===== src/rtl/pc_pkg.sv =====
// Shared program-counter definitions: default sizing constants and the
// next-PC source encoding used by pc_unit.
package pc_pkg;

  localparam int PC_WIDTH = 32;
  localparam int PC_STEP  = 4;

  typedef enum logic [1:0] {
    SEQ    = 2'd0,
    BRANCH = 2'd1,
    JUMP   = 2'd2,
    RETURN = 2'd3
  } pc_src_e;

  // Return wins over everything; a return with nothing to pop falls back to
  // the sequential address rather than to a jump or branch.
  function automatic pc_src_e select_src(input logic ret,
                                         input logic stack_empty,
                                         input logic jmp,
                                         input logic br_taken);
    if (ret)      return stack_empty ? SEQ : RETURN;
    if (jmp)      return JUMP;
    if (br_taken) return BRANCH;
    return SEQ;
  endfunction

endpackage


===== src/rtl/ras_stack.sv =====
// Circular return-address stack: a push when full overwrites the oldest entry,
// a pop when empty is ignored; both raise a sticky overflow flag.
module ras_stack #(
  parameter int WIDTH = 32,
  parameter int DEPTH = 4
) (
  input  logic             clock,
  input  logic             reset,
  input  logic             push,
  input  logic             pop,
  input  logic [WIDTH-1:0] push_data,
  output logic [WIDTH-1:0] top,
  output logic             empty,
  output logic             full,
  output logic             ovf
);

  localparam int PTR_W = $clog2(DEPTH);
  localparam int CNT_W = PTR_W + 1;
  localparam logic [CNT_W-1:0] DEPTH_CNT = CNT_W'(DEPTH);

  logic [WIDTH-1:0] entry_reg [DEPTH];
  logic [PTR_W-1:0] top_ptr_reg, top_ptr_next;
  logic [CNT_W-1:0] count_reg, count_next;
  logic             ovf_reg, ovf_next;
  logic             do_push;

  assign empty = (count_reg == '0);
  assign full  = (count_reg == DEPTH_CNT);
  assign ovf   = ovf_reg;
  assign top   = entry_reg[top_ptr_reg];

  // A simultaneous push and pop resolves to the pop alone.
  assign do_push = push & ~pop;

  always_comb begin
    top_ptr_next = top_ptr_reg;
    count_next   = count_reg;
    ovf_next     = ovf_reg;
    if (pop) begin
      if (empty) begin
        ovf_next = 1'b1;
      end else begin
        top_ptr_next = top_ptr_reg - PTR_W'(1);
        count_next   = count_reg - CNT_W'(1);
      end
    end else if (do_push) begin
      top_ptr_next = top_ptr_reg + PTR_W'(1);
      if (full) begin
        ovf_next = 1'b1;
      end else begin
        count_next = count_reg + CNT_W'(1);
      end
    end
  end

  always_ff @(negedge clock or negedge reset) begin
    if (!reset) begin
      top_ptr_reg <= '0;
      count_reg   <= '0;
      ovf_reg     <= 1'b0;
    end else begin
      top_ptr_reg <= top_ptr_next;
      count_reg   <= count_next;
      ovf_reg     <= ovf_next;
    end
  end

  // Entry storage carries no reset; contents are only read while non-empty.
  always_ff @(negedge clock) begin
    if (do_push) begin
      entry_reg[top_ptr_next] <= push_data;
    end
  end

endmodule


===== src/rtl/pc_unit.sv =====
// Program-counter unit: next-PC selection (return > jump > branch > sequential)
// with an optional return-address stack built when PC_UNIT_RAS_EN is defined.
module pc_unit
  import pc_pkg::*;
#(
  parameter int               WIDTH        = PC_WIDTH,
  parameter int               STEP         = PC_STEP,
  parameter logic [WIDTH-1:0] RESET_VECTOR = '0,
  parameter int               RAS_DEPTH    = 4
) (
  input  logic             clock,
  input  logic             reset,
  input  logic             stall,
  input  logic             br_taken,
  input  logic [WIDTH-1:0] br_target,
  input  logic             jmp,
  input  logic [WIDTH-1:0] jmp_target,
  input  logic             link,
  input  logic             ret,
  output logic [WIDTH-1:0] pc,
  output logic [WIDTH-1:0] pc_next,
  output logic             ras_empty,
  output logic             ras_full,
  output logic             ras_ovf
);

  logic [WIDTH-1:0] pc_reg;
  logic [WIDTH-1:0] pc_plus;
  logic [WIDTH-1:0] ras_top;
  logic             ret_eff;
  pc_src_e          src;

  assign pc_plus = pc_reg + WIDTH'(STEP);

`ifdef PC_UNIT_RAS_EN
  logic ras_push;
  logic ras_pop;

  assign ret_eff  = ret;
  assign ras_pop  = ret & ~stall;
  assign ras_push = jmp & link & ~ret & ~stall;

  ras_stack #(
    .WIDTH (WIDTH),
    .DEPTH (RAS_DEPTH)
  ) u_ras (
    .clock     (clock),
    .reset     (reset),
    .push      (ras_push),
    .pop       (ras_pop),
    .push_data (pc_plus),
    .top       (ras_top),
    .empty     (ras_empty),
    .full      (ras_full),
    .ovf       (ras_ovf)
  );
`else
  logic unused_inputs;

  assign ret_eff       = 1'b0;
  assign ras_top       = '0;
  assign ras_empty     = 1'b1;
  assign ras_full      = 1'b0;
  assign ras_ovf       = 1'b0;
  assign unused_inputs = &{1'b0, link, ret};
`endif

  assign src = select_src(ret_eff, ras_empty, jmp, br_taken);

  always_comb begin
    pc_next = pc_plus;
    case (src)
      RETURN:  pc_next = ras_top;
      JUMP:    pc_next = jmp_target;
      BRANCH:  pc_next = br_target;
      default: pc_next = pc_plus;
    endcase
  end

  always_ff @(negedge clock or negedge reset) begin
    if (!reset) begin
      pc_reg <= RESET_VECTOR;
    end else if (!stall) begin
      pc_reg <= pc_next;
    end
  end

  assign pc = pc_reg;

endmodule

===== config.mk =====
export PLATFORM = sky130hd
export DESIGN_NAME = pc_unit
export DESIGN_NICKNAME = d
export VERILOG_FILES = /design/src/rtl/pc_pkg.sv /design/src/rtl/ras_stack.sv /design/src/rtl/pc_unit.sv
export SDC_FILE = /design/constraint.sdc
export NUM_CORES = 1
export LEC_CHECK = 0
export BUFFER_PORTS_ARGS = -buffer_cell sky130_fd_sc_hd__buf_4
export CAP_MARGIN = 20
export CORE_UTILIZATION = 40
export DETAILED_ROUTE_END_ITERATION = 8
export GPL_ROUTABILITY_DRIVEN = 0
export PLACE_DENSITY = 0.72
export SLEW_MARGIN = 10
export SYNTH_ARGS = -nofsm -noshare
export SYNTH_HDL_FRONTEND = slang
export SYNTH_SLANG_ARGS = --single-unit

===== constraint.sdc =====
create_clock -name clock -period 2.6 [get_ports clock]
set_input_delay 0.13 -clock clock [delete_from_list [all_inputs] [get_ports clock]]
set_output_delay 0.13 -clock clock [all_outputs]
set_load 0.03 [all_outputs]

### Word-level counts from Yosys, hierarchy flattened

Index checks and enable logic that the tools add are counted.

* register bits: 32
* bits of input ports: 71
* word-level logic and storage cells: 13

* add/sub/neg operators: 1
* eq/ne operators: 3
* mux-type cells: 8

Operator list (number)
* $pmux 32 s3: 1
* $add 32x3->32 const B: 1
* $mux 2: 4
* $eq 2x2->1 const B: 2
* $mux 1: 3
* $eq 2x1->1 const B: 1

### Depth between registers and ports, before layout

* depth after elaboration: 6
* mapped depth: 7
* depth with buffers taken out: 6

==> results by group <==
Synthesis
  • Main flop type after synthesis: dfrtn_1
  • Ys async rst share: between 90% and 100%
  • #FFs+latches synth: 32
  • Sequential area share after synthesis: 29.26%
  • Netlist cell types: 48
  • Synth warn: 0
  • Yosys top cell by area: dfrtn_1
  • Syn avg cell area: around 8.1 um^2
  • Post-synth EDFFs: 0
  • Yosys top cell area share: 29.26%
  • Area of the mapped netlist: 0.002736 mm^2
  • Area contributors post-synth: dfrtn_1 29%, o21ai_0 7.1%, xnor2_1 6.7%, a22oi_1 6.0%, mux2_2 5.3%
  • Cells after synthesis: 336

Drt
  • Final wirelength: 16.53 mm
  • Vias/cell: 6.550
  • Remaining antenna violation count: 0
  • Routed wire per std cell: 24.38 um
  • Number of DRC markers in iteration 0: 604
  • DR pass1 iterations: 8
  • Vias: 4441
  • # DRC: 10

Place
  • Post-Place Cell Area: 0.004717 mm^2
  • Buffers added on ports: 132
  • Setup Slack @ Placement: -0.7866 ns
  • Placed Cells: 616
  • HPWL Detailed: 7.770 mm

Timing
  • Endpoints failing hold: 0
  • Max Slew Vio Count: 0
  • Worst-margin pin slew: roughly 0.51 ns
  • Setup TNS: -29.62 ns
  • RSZ-0062 raised after global routing: yes
  • Endpoints failing setup: 41
  • Skew final: 0.01077 ns
  • Post-route worst setup slack: -1.204 ns
  • Worst relative slew slack: around two thirds

Hold path
  • Worst Hold End: pc[0]$_DFFE_NN0N_
  • Hold_sp: pc[0]$_DFFE_NN0N_
  • Hold path depth: 1
  • Type of the tightest min-delay check: flip-flop to flip-flop

Setup path
  • WP data required: 2.47 ns
  • Worst path cell trace: nand4_1 > or4_4 > nor4_4 > xnor2_1 > o21ai_2 > buf_6
  • R2R cell count: 12
  • Worst Setup Start Kind: flip-flop
  • R2r endpoint: pc[20]$_DFFE_NN0N_
  • CP arrival: approximately 3.7 ns
  • Crit-path max FO: 4
  • R2r setup slk: 0.04 ns
  • CP Class: flip-flop to output pin
  • CP endpoint kind: output pin
  • Slowest stage delay, CP: 0.67 ns
  • Slowest stage cell, crit path: or4_4
  • RR Startpoint: pc[13]$_DFFE_NN0N_

GRT
  • Met3 GRT Util: 7.670%
  • First-pass GRT wire length: 21.46 mm
  • Global routing met2 resource utilization: 65.63%
  • GRT busiest layer: met2
  • Gr usage total: between 30% and 40%
  • Overflow after GRT: 0
  • Initial antenna violation count: 0
  • Met1 GRT Util: 45.59%
  • Largest net degree at the start of global routing: 33
  • Vias in the first global route: 4208

Power and ir drop
  • PD cells: 474.3 mW/mm^2
  • Maximum VDD drop: between 0.0003 and 0.0004 V
  • Leakage: 2.765 nW

Clocking
  • CTS Sinks: 32
  • Clk slew on worst S/H paths: 0.06 ns
  • TritonCTS clock tree: built
  • CTS Root Cell: clkbuf_8
  • Total CTS buffers: 5
  • Clock Path Buffers: 2
  • CTS HTree Levels: 2
  • Clk Latency, worst-skew pair: 0.30 ns

Cells and area
  • Diodes inserted: 0
  • Max reg flops: 32
  • Layout area overhead: 114.3%
  • NumNets Final: 672
  • Layout cell share with drive strength beyond 1: slightly below 70%
  • Final Cell Area: 0.005864 mm^2
  • Non-filler cells, final: 678
  • # fillers: 252

Floorplanning
  • Starting Density: between 40% and 50%
  • Die Width: 84.71 um
  • Die ar.: 0.007176 mm^2
  • Die Ht: 84.71 um
  • Row count: 29
  • Core ar.: ~0.0065 mm^2
  • IO Count: 138

Flow run
  • Max cap viols: 0

Outcome
  • Failing checks: design-rule violations, negative setup slack
  • Status: complete, but fails checks
## layer usage
layer	part of all wire, %	wire [um]	vias up
met5	0	0	-
met4	7.8	1296	0
met3	10	1711	151
met2	47	7789	421
met1	35	5733	2080
li1	-	-	1789
## cell families (layout without fill, tap and decap cells)
family          Yosys count  count (layout)  share of synthesized area (%)
compound gates          118             118                          28.26
simple gates            107             107                          21.81
buf+inv                  35             299                          5.487
flops                    32              32                          29.26
xor+xnor                 25              25                          8.002
mux                      16              16                          6.447
other cells               2               3                         0.2745
fa+ha+maj                 1               1                         0.4572
## power by group
part / total [W] / internal (W) / switching, W
Combinational: 0.00161 / 0.000717 / 0.000896
Clock: 0.000525 / 0.000284 / 0.000240
Sequential: 0.000643 / 0.000575 / 0.0000683
Total: 0.00278 / 0.00158 / 0.00120
## worst max-delay path, delay by kind of cell, from the launching register on
kind / cells / cell delay, ns
XOR/XNOR: 1 / 0.13
AND/OR/NAND/NOR: 3 / 1.18
flip-flops: 1 / 0.46
AO/OA/AOI/OAI: 1 / 0.15
buffers and inverters: 1 / 0.14
## how the worst max path moves through the flow
stage | slack (ns) | cells past startpoint | endpoint | from
after floorplan | -1.14 | 7 | pc_next[28] | pc[10]$_DFFE_NN0N_
after global placement | -0.75 | 6 | pc_next[28] | pc[5]$_DFFE_NN0N_
after detailed placement | -0.79 | 6 | pc_next[28] | pc[6]$_DFFE_NN0N_
after CTS | -1.06 | 7 | pc_next[30] | pc[2]$_DFFE_NN0N_
after global routing | -1.32 | 6 | pc_next[30] | pc[11]$_DFFE_NN0N_
final | -1.20 | 6 | pc_next[30] | pc[11]$_DFFE_NN0N_
## stage by stage
stage / hold WS [ns] / total power, W / utilization [%]
floorplan: 0.4395 / 0.001323 / -
global placement: 0.4764 / 0.001840 / 73.03
detailed placement: 0.4943 / 0.001867 / 73.03
CTS: 0.4888 / 0.002483 / 86.94
global route: 0.5274 / 0.002843 / 90.80
finish: 0.5011 / 0.002781 / 90.80
## what timing repair did
action | CTS | global route
resized for setup | 82 | 57
endpoints found under the hold margin | 0 | 0
hold buffers | 0 | 0
pin swaps | 43 | 30
setup buffers | 55 | 31
endpoints found under the setup margin | 30 | 39
## cells in the mapped netlist (2+ instances only)
| master | instances |
|---|---|
| and3_1 | 3 |
| mux2_2 | 13 |
| clkbuf_1 | 20 |
| nor4_4 | 2 |
| o21bai_1 | 7 |
| buf_2 | 3 |
| xor2_1 | 4 |
| a21oi_1 | 8 |
| o21ai_1 | 3 |
| nor2b_1 | 2 |
| o22ai_1 | 6 |
| nor4_1 | 7 |
| nor3_2 | 2 |
| a21boi_0 | 11 |
| or3_1 | 2 |
| nor4_2 | 2 |
| a22oi_1 | 22 |
| a21o_1 | 2 |
| inv_1 | 6 |
| conb_1 | 2 |
| dfrtn_1 | 32 |
| nand2b_1 | 2 |
| o21a_1 | 2 |
| nand4_1 | 8 |
| mux2i_1 | 3 |
| nand2_1 | 23 |
| buf_4 | 4 |
| nor3_1 | 8 |
| or4_1 | 2 |
| nand3_1 | 15 |
| o2bb2ai_1 | 7 |
| buf_1 | 2 |
| o31a_1 | 4 |
| o21ai_0 | 39 |
| nor2_1 | 24 |
| xnor2_1 | 21 |
| o31ai_1 | 2 |
## cells in the final DEF (no fill, tap or decap), drive strengths merged, types with 3 or more instances in the layout
cell and instances:
nand3 16, o21ai 42, dfrtn 32, a21boi 11
a21oi 8, nor4 11, nor3 10, inv 6
xnor2 21, mux2i 3, and3 3, o21bai 7
mux2 13, or4 3, o2bb2ai 7, conb 3
a22oi 22, nand2 23, clkbuf 5, xor2 4
nand4 8, o31a 4, nor2 24, buf 285
o22ai 6
## final cells by class
class	count	area, um^2	area share (%)
multi-input combinational	270	2419	41.24
timing repair buffer	285	2415	41.18
sequential	32	800.8	13.65
tap	77	96.34	1.643
clock buffer	5	68.82	1.173
clock inverter	3	42.54	0.7254
inverter	6	22.52	0.3840
Power figures use the tool's default switching activity.
